### src/rtl/fizzbuzz_pkg.sv
// -----------------------------------------------------------------------------
// fizzbuzz_pkg
// Shared types and helpers for the fizzbuzz stream monitor.
//   fb_state_e  : monitor FSM state (HUNT, LOCKED)
//   fb_flags_t  : {fizz, buzz, fizzbuzz} flag triple
//   fb_expect() : expected flag triple for a beat index and the two divisors
// -----------------------------------------------------------------------------
package fizzbuzz_pkg;

    typedef enum logic {
        HUNT   = 1'b0,
        LOCKED = 1'b1
    } fb_state_e;

    typedef struct packed {
        logic fizz;
        logic buzz;
        logic fizzbuzz;
    } fb_flags_t;

    function automatic fb_flags_t fb_expect(input int unsigned idx,
                                            input int unsigned fizz_div,
                                            input int unsigned buzz_div);
        fb_flags_t f;
        f.fizz     = ((idx % fizz_div) == 0);
        f.buzz     = ((idx % buzz_div) == 0);
        f.fizzbuzz = f.fizz & f.buzz;
        return f;
    endfunction

endpackage

### src/rtl/fizzbuzz_expect.sv
// -----------------------------------------------------------------------------
// fizzbuzz_expect
// Beat index wrap counter (0..MAX_COUNT-1) and the expected flags for the
// index it currently holds.
// Ports:
//   clk, resetn : clock, synchronous active-low reset (index -> 0)
//   ld0_i       : load index 0 (highest priority after reset)
//   ld1_i       : load index 1
//   adv_i       : advance index with wrap MAX_COUNT-1 -> 0
//   idx_o       : current index
//   exp_o       : expected flags for idx_o
// -----------------------------------------------------------------------------
module fizzbuzz_expect
    import fizzbuzz_pkg::*;
#(
    parameter int MAX_COUNT = 6,
    parameter int FIZZ      = 2,
    parameter int BUZZ      = 3,
    localparam int IW       = $clog2(MAX_COUNT)
) (
    input  logic          clk,
    input  logic          resetn,
    input  logic          ld0_i,
    input  logic          ld1_i,
    input  logic          adv_i,
    output logic [IW-1:0] idx_o,
    output fb_flags_t     exp_o
);

    logic [IW-1:0] idx_q, idx_d;

    always_comb begin
        idx_d = idx_q;
        if (ld0_i)
            idx_d = '0;
        else if (ld1_i)
            idx_d = IW'(1);
        else if (adv_i)
            idx_d = (idx_q == IW'(MAX_COUNT - 1)) ? '0 : idx_q + IW'(1);
    end

    always_ff @(posedge clk) begin
        if (!resetn)
            idx_q <= '0;
        else
            idx_q <= idx_d;
    end

    assign idx_o = idx_q;
    assign exp_o = fb_expect(32'(idx_q), FIZZ, BUZZ);

endmodule

### src/rtl/fizzbuzz_monitor.sv
// -----------------------------------------------------------------------------
// fizzbuzz_monitor
// Receiving-side checker for the fizz/buzz/fizzbuzz flag stream. Hunts for the
// all-ones beat (index 0), locks onto the generator phase, predicts each beat
// and flags mismatches. LOSS_THRESH consecutive mismatches drop lock.
// Optional feature macro: FIZZBUZZ_MONITOR_ERRCNT_EN
//   defined   : err_count is a saturating mismatch counter
//   undefined : err_count register omitted, output tied to 0
// Ports:
//   clk, resetn        : clock, synchronous active-low reset
//   in_valid           : beat qualifier
//   in_fizz/buzz/fizzbuzz : received flags
//   clr                : resync request (-> HUNT, err_count cleared, beat dropped)
//   locked             : high while LOCKED
//   err_pulse          : one-cycle mismatch indication
//   err_count          : saturating mismatch count
//   beat_idx           : index expected for the next beat (valid while locked)
// -----------------------------------------------------------------------------
module fizzbuzz_monitor
    import fizzbuzz_pkg::*;
#(
    parameter int MAX_COUNT   = 6,
    parameter int FIZZ        = 2,
    parameter int BUZZ        = 3,
    parameter int LOSS_THRESH = 3,
    parameter int ERR_W       = 8,
    localparam int IW         = $clog2(MAX_COUNT)
) (
    input  logic             clk,
    input  logic             resetn,
    input  logic             in_valid,
    input  logic             in_fizz,
    input  logic             in_buzz,
    input  logic             in_fizzbuzz,
    input  logic             clr,
    output logic             locked,
    output logic             err_pulse,
    output logic [ERR_W-1:0] err_count,
    output logic [IW-1:0]    beat_idx
);

    localparam int MW = $clog2(LOSS_THRESH + 1);

    fb_state_e     state_q;
    logic          locked_q;
    logic          err_pulse_q;
    logic [MW-1:0] miss_q, miss_d;

    fb_flags_t     rx_w, exp_w;
    logic          beat_w, sync_w, mism_w, lost_w;
    logic          ld0_w, ld1_w, adv_w;

    // clr wins over a coincident beat, so the beat is simply not "accepted".
    always_comb begin
        rx_w.fizz     = in_fizz;
        rx_w.buzz     = in_buzz;
        rx_w.fizzbuzz = in_fizzbuzz;
        beat_w = in_valid & ~clr;
        sync_w = beat_w & (state_q == HUNT) & (&rx_w);
        mism_w = beat_w & (state_q == LOCKED) & (rx_w != exp_w);
        miss_d = miss_q + MW'(1);
        lost_w = mism_w & (miss_d == MW'(LOSS_THRESH));
        ld0_w  = clr | lost_w;
        ld1_w  = sync_w;
        // Index advances on mismatches too, keeping phase across one bad beat.
        adv_w  = beat_w & (state_q == LOCKED) & ~lost_w;
    end

    fizzbuzz_expect #(
        .MAX_COUNT (MAX_COUNT),
        .FIZZ      (FIZZ),
        .BUZZ      (BUZZ)
    ) u_expect (
        .clk    (clk),
        .resetn (resetn),
        .ld0_i  (ld0_w),
        .ld1_i  (ld1_w),
        .adv_i  (adv_w),
        .idx_o  (beat_idx),
        .exp_o  (exp_w)
    );

    always_ff @(posedge clk) begin
        if (!resetn) begin
            state_q     <= HUNT;
            locked_q    <= 1'b0;
            err_pulse_q <= 1'b0;
            miss_q      <= '0;
        end else if (clr) begin
            state_q     <= HUNT;
            locked_q    <= 1'b0;
            err_pulse_q <= 1'b0;
            miss_q      <= '0;
        end else begin
            err_pulse_q <= mism_w;
            case (state_q)
                HUNT: begin
                    if (sync_w) begin
                        state_q  <= LOCKED;
                        locked_q <= 1'b1;
                        miss_q   <= '0;
                    end
                end
                LOCKED: begin
                    if (beat_w) begin
                        if (lost_w) begin
                            state_q  <= HUNT;
                            locked_q <= 1'b0;
                            miss_q   <= '0;
                        end else if (mism_w) begin
                            miss_q <= miss_d;
                        end else begin
                            miss_q <= '0;
                        end
                    end
                end
                default: begin
                    state_q  <= HUNT;
                    locked_q <= 1'b0;
                end
            endcase
        end
    end

    assign locked    = locked_q;
    assign err_pulse = err_pulse_q;

`ifdef FIZZBUZZ_MONITOR_ERRCNT_EN
    logic [ERR_W-1:0] err_cnt_q, err_cnt_d;

    // Saturate at all-ones rather than wrapping.
    always_comb begin
        err_cnt_d = err_cnt_q;
        if (clr)
            err_cnt_d = '0;
        else if (mism_w && (err_cnt_q != {ERR_W{1'b1}}))
            err_cnt_d = err_cnt_q + ERR_W'(1);
    end

    always_ff @(posedge clk) begin
        if (!resetn)
            err_cnt_q <= '0;
        else
            err_cnt_q <= err_cnt_d;
    end

    assign err_count = err_cnt_q;
`else
    assign err_count = '0;
`endif

endmodule

### config.mk
export PLATFORM = sky130hd
export DESIGN_NAME = fizzbuzz_monitor
export DESIGN_NICKNAME = d
export VERILOG_FILES = /design/src/rtl/fizzbuzz_pkg.sv /design/src/rtl/fizzbuzz_expect.sv /design/src/rtl/fizzbuzz_monitor.sv
export SDC_FILE = /design/constraint.sdc
export NUM_CORES = 1
export LEC_CHECK = 0
export ABC_AREA = 1
export ABC_CLOCK_PERIOD_IN_PS = 4600
export CORE_MARGIN = 2
export CORE_UTILIZATION = 30
export CTS_CLUSTER_DIAMETER = 150
export DETAILED_ROUTE_END_ITERATION = 10
export PLACE_DENSITY_LB_ADDON = 0.08
export SLEW_MARGIN = 20
export SYNTH_ARGS = -nofsm -noshare
export SYNTH_HDL_FRONTEND = slang
export SYNTH_HIERARCHICAL = 1
export SYNTH_SLANG_ARGS = --single-unit
export TNS_END_PERCENT = 10
### constraint.sdc
create_clock -name clk -period 4.6 [get_ports clk]
set_input_delay 1.15 -clock clk [delete_from_list [all_inputs] [get_ports clk]]
set_output_delay 1.15 -clock clk [all_outputs]
set_load 0.1 [all_outputs]
Word level (Yosys, flattened, before mapping)
Index checks and enable logic that the tools add are counted.

storage, ports and cells
  logic and storage cells = 53
  input port bits = 7
  output and inout bits = 13
  flip-flop bits (word level) = 8

operators by class
  eq/ne operators = 6
  bitwise logic cells = 13
  div/mod/pow operators = 1
  reduce and logical (&&, ||, !) cells = 9
  add/subtract/negate cells = 2
  mux-type cells = 16

operators by type and width
  cell                                                             number
  32-bit zero test                                                 2
  3-bit by 2-bit modulo with 32-bit output, second input constant  1
  1-bit bitwise AND                                                8
  1-bit 2-to-1 mux                                                 8
  2-bit 2-to-1 mux                                                 4
  3-bit AND reduction                                              2
  2-bit by 1-bit != test with 1-bit output, second input constant  2
  1-bit inverter                                                   4
  1-bit case mux with 2 select lines                               2
  2-bit case mux with 2 select lines                               1
  2-bit OR reduction                                               2
  3-bit by 1-bit adder with 3-bit output, second input constant    1
  3-bit == test, second input constant                             1
  3-bit 2-to-1 mux                                                 1
  3-bit != test                                                    1
  3-bit OR reduction                                               1
  2-bit by 1-bit adder with 2-bit output, second input constant    1
  2-bit == test, second input constant                             1
  2-bit != test, second input constant                             1
  2-bit AND reduction                                              1
  2-bit nonzero test                                               1
  1-bit OR                                                         1

Longest topological paths before layout
Gate-level depths: netlist of run 1.

  depth after elaboration = 10
  mapped depth = 23
  gate-level depth less buffers = 23

Hierarchy
Netlist of run 1, hierarchy kept.

by module, submodules not included
  module            sequential area each (um2)  area an instance (um2)  cells each  times used
  fizzbuzz_monitor  100.1                       385.4                   57          1
  fizzbuzz_expect   60.1                        265.3                   44          1

Worst setup path before layout of run 1
OpenSTA, ideal clock, no wires.

  path type = reg2reg
  start point = register u_expect.idx_q[0], in the netlist u_expect/idx_o[0]
  end point = register u_expect.idx_q[1], in the netlist u_expect/idx_o[1]
  path slack = 1.643 ns
  arrival time = 2.845 ns
  stages on the path, launching flop included = 22
  clock period less this slack = 2.957 ns
  data required time = 4.488 ns
  cells stage by stage = dfxtp_1 -> inv_1 -> o21ai_0 -> ha_1 -> inv_1 -> nand2_1 -> nor2_1 -> nand3_1 -> nand2_1 -> inv_1 -> nand2_1 -> nand2_1 -> nor2_2 -> nand2_2 -> nand3_2 -> nand2_2 -> nor2_1 -> nand2_2 -> nand2_1 -> nand2_1 -> inv_2 -> nor2_2

RTL lines
  item                    line                   source
  start, declared         fizzbuzz_expect.sv:30  logic [IW-1:0] idx_q, idx_d;
  start signal, assigned  fizzbuzz_expect.sv:46  idx_q <= idx_d;

Final worst setup path of run 1
  start point = register u_expect.idx_q[0], in the netlist u_expect/idx_o[0]
  end point = output port beat_idx[0]

RTL lines
  item           line                    source
  end, declared  fizzbuzz_monitor.sv:39  output logic [IW-1:0] beat_idx

No word-level cell between the ends.

==> summary.md, run 1 <==
| Metric | Value |
|---|---|
| Area Growth Syn to Fin | 20.4% |
| Clock latency on the worst-skew pair | 250 ps |
| Setup violators final | 0 |
| Starting density of the core | 0.325 |
| Final WL | roughly 1.2 mm |
| Placed instance count | 138 |
| Die W | roughly 50 microns |
| Core outline area | between 0.002 and 0.0025 sq mm |
| Post-cts hold buffer count | 0 |
| Synth area leader | dfxtp_1 |
| Hold path cells | 2 |
| Count leader, synth | nand2_1 |
| Mapped Area | ~650 sq um |
| Crit end category | output port |
| Crit path launch type | register |
| Max-slew violation count | 0 |
| Cell Rows | 16 |
| R2R Path Start | u_expect/idx_o[0]$_SDFFE_PP0P_ |
| Fin. Hold Viols | 0 |
| Initial drt markers | 7 |
| Via density | roughly 4.2 |
| Top fanout value on the critical path | 5 |
| Worst path buffer plus inverter count | 1 |
| CTS max path bufs | 2 |
| First-pass GRT wire length | roughly 2.1 mm |
| WHS Endpoint | state_q$_SDFF_PP0_ |
| Diodes inserted | 0 |
| Synth top area share | 0.246 |
| CP max-delay cell | clkdlybuf4s50_1 |
| # DRC | 0 |
| Tmin final | approximately 3000 ps |
| Status | finished, final reports clean |
| Ports | 20 |
| All-Layer GR Usage | 0.110 |
| DP Wirelength | about 980 microns |
| Min-delay worst type | register to register |
| WP data required | 3450 ps |
| Root Buffer Master | clkbuf_4 |
| Max stage delay on crit path | roughly 1200 ps |
| Post-synth top flop | dfxtp_1 |
| Worst hold start | state_q$_SDFF_PP0_ |
| Die footprint | around 0.0026 sq mm |
| Wire per inst | 8.26 microns |
| Crit-path cells | clkdlybuf4s50_1 |
| Detailed-route via count | 591 |
| Clock transition at the registers of the reported paths | around 60 ps |
| Max VDD drop | about 0.11 mV |
| Post-route insts no fill | 141 |
| Post-synth EDFFs | 0 |
| Die height | around 51 microns |
| Final setup margin | roughly 1600 ps |
| CTS Sinks | 8 |
| CTS buffer count | 3 |
| Commonest cells in the synthesized netlist | nand2_1 (22), inv_1 (19), buf_4 (8), dfxtp_1 (8), nor2_1 (8) |
| Fmax | between 0.3 and 0.4 GHz |
| H-tree levels | 1 |
| GP Congestion | between 0.6 and 0.7 |
| Slew headroom | 0.351 |
| Post-DRT Antenna Nets | 0 |
| Synth Register Bits | 8 |
| Critical path's top delay family | buffers and inverters |
| Tightest Pin Transition | between 900 and 1000 ps |
| Cell variety after synth | 22 |
| PD cells | approximately 220 mW/mm^2 |
| P_leak | 0.000376 uW |
| 1st-pass router iterations | 4 |
| Gr ovfl total | 0 |
| Reg2Reg Setup Slack | about 2200 ps |
| Mapped Cells | between 100 and 150 |
| Sequential cell area fraction in the yosys report | 0.246 |
| CP Class | register to output port |
| TNS Setup | 0 ps |
| DP Worst Slack | approximately 1800 ps |
| Max Clock Skew | around 0.14 ps |
| Share of layout cells above drive strength 1 | 0.193 |
| Initial antenna violation count | 0 |
| Fill count | 230 |
| Tcrit/Tclk final | 0.648 |
| Max Cap Violations | 0 |
| CTS tree | done |
| R2R Path End | u_expect/idx_o[1]$_SDFFE_PP0P_ |
| PortBufs | 11 |
| Async set or reset register ratio after synthesis | 0 |
| Avg Synthesized Cell Area | ~6.4 sq um |
| Fin nets | around 130 |
| Vias in the first global route | between 500 and 600 |
| RSZ-0062 raised after global routing | false |
| Synth area leaders | dfxtp_1 (25%), nand2_1 (13%), inv_1 (11%) |
| Worst Reg-to-Reg Cells | 22 |
| Warnings, synthesis | 6 |
| Post-CTS Resized | 0 |
| Pin count of the biggest net entering global routing | 6 |
| Post-CTS Setup Bufs | 0 |
| Worst Path Arrival | 1830 ps |
-- metal layers --
metal,track usage,part of all wire,vias up
met5,0,0,-
met3,0.0179,0.045,2
met2,0.182,0.48,17
met4,0.0676,0.015,0
li1,-,-,316
met1,0.131,0.46,256
-- tightest hold or removal path, cell delays in order, from the launching register on --
cell	delay [ps]
dfxtp_1	320
nand2_2	80
a21oi_2	40
-- per-stage QoR --
step                      area (sq um)  total power (uW)  hold WS [ps]   util
after floorplan                    677               114           458      -
after global placement             761               117           474  0.380
after detailed placement           761               117           474  0.380
after CTS                          783               174           485  0.391
after global routing               783               180           506  0.391
final                              783               171           480  0.391
-- how the worst max path moves through the flow --
stage	start	endpoint	slack, ps	cells past startpoint
after global placement	in_buzz	u_expect/idx_o[1]$_SDFFE_PP0P_	1860	15
after global routing	u_expect/idx_o[0]$_SDFFE_PP0P_	beat_idx[0]	1530	1
final	u_expect/idx_o[0]$_SDFFE_PP0P_	beat_idx[0]	1620	1
after floorplan	u_expect/idx_o[0]$_SDFFE_PP0P_	u_expect/idx_o[1]$_SDFFE_PP0P_	1640	21
after detailed placement	in_buzz	u_expect/idx_o[1]$_SDFFE_PP0P_	1800	15
after CTS	u_expect/idx_o[2]$_SDFFE_PP0P_	beat_idx[2]	1590	1
-- sequential cells by signal, summed over array words and instances, names as in the netlist --
signal	cells
miss_q	2
err_pulse	1
locked	1
u_expect/idx_o	3
state_q	1
-- layout by cell type (no fill, tap or decap), types with 4 or more instances in the layout --
| cell | Yosys | routed |
|---|---|---|
| clkdlybuf4s50_1 | 0 | 11 |
| conb_1 | 2 | 9 |
| dfxtp_1 | 8 | 8 |
| inv_1 | 19 | 19 |
| inv_2 | 4 | 4 |
| nand2_1 | 22 | 22 |
| nand2_2 | 5 | 5 |
| nand3_1 | 4 | 4 |
| nor2_1 | 8 | 8 |
-- logic make-up (layout without fill, tap and decap cells) --
logic type                 Yosys count  in the layout  share of synthesized area
DFF                                  8              8                      0.246
and+or+nand+nor                     50             50                      0.394
other                                2              9                     0.0115
buffers and inverters               32             38                      0.233
adders and majority gates            3              3                     0.0577
xor gates and xnor gates             1              1                     0.0135
AOI/OAI and AO/OA                    5              5                     0.0442
-- cell type report --
class | count | area, sq um | area share
tap | 27 | 33.8 | 0.0431
timing repair buffer | 11 | 110 | 0.141
inverter | 24 | 91.3 | 0.117
multi-input combinational | 68 | 365 | 0.466
sequential | 8 | 160 | 0.204
clock buffer | 3 | 22.5 | 0.0288
-- report_power, final --
part           total, uW  switching, uW  internal [uW]
Sequential          69.7          0.205           69.5
Combinational       45.4           37.3           8.07
Clock               55.6           25.6           30.0
Note: power is estimated with default switching activity, not from simulation.
==> run 2: changes to the inputs <==
--- a/config.mk
+++ b/config.mk
@@ -6,7 +6,7 @@
 export NUM_CORES = 1
 export LEC_CHECK = 0
 export ABC_AREA = 1
-export ABC_CLOCK_PERIOD_IN_PS = 4600
+export ABC_CLOCK_PERIOD_IN_PS = 3100
 export CORE_MARGIN = 2
 export CORE_UTILIZATION = 30
 export CTS_CLUSTER_DIAMETER = 150
==> constraint.sdc (replaced) <==
create_clock -name clk -period 3.1 [get_ports clk]
set_input_delay 0.775 -clock clk [delete_from_list [all_inputs] [get_ports clk]]
set_output_delay 0.775 -clock clk [all_outputs]
set_load 0.1 [all_outputs]
==> summary.md, run 2 (synthesis results as in run 1) <==
| Metric | Value |
|---|---|
| Gr ovfl total | 0 (unchanged) |
| Fin. Hold Viols | 0 (unchanged) |
| Wire per inst | 8.22 microns (-0.52%) |
| Seq pwr share | 0.407 (-0.002) |
| Clk network pwr share | 0.327 (about the same) |
| Max reg flops | 3 (unchanged) |
| PD cells | 330 mW/mm^2 (+51%) |
| Die footprint | 0.00256 sq mm (unchanged) |
| Max stage delay on crit path | 410 ps (-750 ps) |
| Reg2Reg Setup Slack | 750 ps (-1480 ps) |
| P_leak | 0.000386 uW (+2.7%) |
| Core outline area | 0.00200 sq mm (unchanged) |
| Final WL | 1.16 mm (-0.52%) |
| Tcrit/Tclk final | 0.758 |
| Pin count of the biggest net entering global routing | 6 (unchanged) |
| Status | finished, final reports clean |
| Critical Path Most Common Cell | nand2_1 |
| Initial antenna violation count | 0 (unchanged) |
| Commonest non-fill, non-tap cell in the layout | nand2_1 |
| Starting density of the core | 0.325 (unchanged) |
| Die W | 50.6 microns (unchanged) |
| Fmax | about 0.43 GHz |
| H-tree levels | 1 (unchanged) |
| CTS tree | done |
| Max VDD drop | 0.142 mV (+30%) |
| Min-delay worst type | register to register |
| Crit path launch type | register |
| Power Internal | 160 uW (+48%) |
| GP Congestion | 0.770 (+11%) |
| P_sw | 94.4 uW (+50%) |
| Clock transition at the registers of the reported paths | 60 ps (about the same) |
| Tmin final | around 2300 ps |
| Max Cap Violations | 0 (unchanged) |
| Clock latency on the worst-skew pair | 260 ps (about the same) |
| TNS Setup | 0 ps (unchanged) |
| Root Buffer Master | clkbuf_4 |
| CP max-delay cell | dfxtp_1 |
| Diodes inserted | 0 (unchanged) |
| Vias in the first global route | 510 (-6.9%) |
| DP Area | 748 sq um (-1.6%) |
| Setup violators final | 0 (unchanged) |
| Max Clock Skew | 5.75 ps (+5.60 ps) |
| CP Class | register to register |
| Area Growth Syn to Fin | 18.5% |
| DP Wirelength | 974 microns (-0.41%) |
| Post-CTS Setup Bufs | 0 (unchanged) |
| Ports | 20 (unchanged) |
| Crit-path cells | inv_1, o21ai_0, ha_1, inv_1, nand2_1, nor2_1, nand3_1, nand2_1, inv_1, nand2_1, nand2_1, nor2_2, nand2_2, nand3_2, nand2_2, nor2_1, nand2_2, clkinv_2, nand2_1, nand2_1, inv_2, nor2_2 |
| Post-DRT Antenna Nets | 0 (unchanged) |
| DP Worst Slack | 693 ps (-1110 ps) |
| Share of layout cells above drive strength 1 | 0.237 (+0.0439) |
| Top fanout value on the critical path | 5 (unchanged) |
| Initial drt markers | 7 (unchanged) |
| Die height | 50.6 microns (unchanged) |
| Most frequent cells in the layout | nand2_1 (22), inv_1 (19), conb_1 (9) |
| CTS max path bufs | 2 (unchanged) |
| Worst Path Arrival | 2550 ps (+720 ps) |
| CTS Sinks | 8 (unchanged) |
| 1st-pass router iterations | 4 (unchanged) |
| Cell Rows | 16 (unchanged) |
| Detailed-route via count | 558 (-5.6%) |
| Final Instance Area | 771 sq um (-1.6%) |
| Post-CTS Resized | 0 (unchanged) |
| CTS buffer count | 3 (unchanged) |
| All-Layer GR Usage | 0.108 (-0.00215) |
| Critical path's top delay family | simple AND/OR/NAND/NOR gates |
| # DRC | 0 (unchanged) |
| Fin nets | 126 (unchanged) |
| RSZ-0062 raised after global routing | false |
| WP data required | 3300 ps (-150 ps) |
| Final setup margin | 751 ps (-867 ps) |
| Comb power frac | 0.265 (about the same) |
| Post-cts hold buffer count | 0 (unchanged) |
| Max-slew violation count | 0 (unchanged) |
| PortBufs | 11 (unchanged) |
| Worst path buffer plus inverter count | 5 (+4) |
| Crit end category | register |
| Switching portion of total power | 0.372 (+0.00189) |
| First-pass GRT wire length | 2.08 mm (-2.3%) |
| Via density | 3.96 (-5.6%) |
-- run 2: power by group through the flow --
| stage | logic, uW | clock network, uW | registers (uW) |
|---|---|---|---|
| after global placement | 67.3 | 0 | 106 |
| after CTS | 67.6 | 86.7 | 103 |
| after global routing | 71.2 | 90.9 | 103 |
| after floorplan | 62.4 | 0 | 107 |
| after detailed placement | 67.5 | 0 | 106 |
| final | 67.4 | 83.1 | 103 |
-- run 2: routing by layer --
metal | track usage | part of all wire
met4 | 0.0676 | 0.028
met5 | 0 | 0
met2 | 0.173 | 0.45
met1 | 0.127 | 0.47
met3 | 0.0268 | 0.053
-- run 2: stage by stage --
step	instances	total power, uW	utilization	hold WS [ps]
4_1_cts	141	258	0.385	484
2_1_floorplan	108	170	-	458
6_report	141	254	0.385	481
3_5_place_dp	138	173	0.374	472
3_3_place_gp	138	173	0.374	474
5_1_grt	141	266	0.385	511
-- run 2: final timing paths --
path / endpoint / startpoint / cells after the start
max: u_expect/idx_o[1]$_SDFFE_PP0P_ / u_expect/idx_o[0]$_SDFFE_PP0P_ / 22
min reg2reg: state_q$_SDFF_PP0_ / state_q$_SDFF_PP0_ / 2
min: state_q$_SDFF_PP0_ / state_q$_SDFF_PP0_ / 2
max reg2reg: u_expect/idx_o[1]$_SDFFE_PP0P_ / u_expect/idx_o[0]$_SDFFE_PP0P_ / 22
-- run 2: area by class of cell --
cell class	count	area (sq um)
Fill cell	239	1230
Multi-Input combinational cell	68	365
Sequential cell	8	160
Timing Repair Buffer	11	97.6
Inverter	24	91.3
Tap cell	27	33.8
Clock buffer	3	22.5
-- run 2: worst register-to-register path, delay by kind of cell, from the launching register on --
kind	cells	cell delay [ps]
buffers and inverters	5	310
DFF	1	410
and+or+nand+nor	15	1110
AOI/OAI and AO/OA	1	180
adders and majority gates	1	250
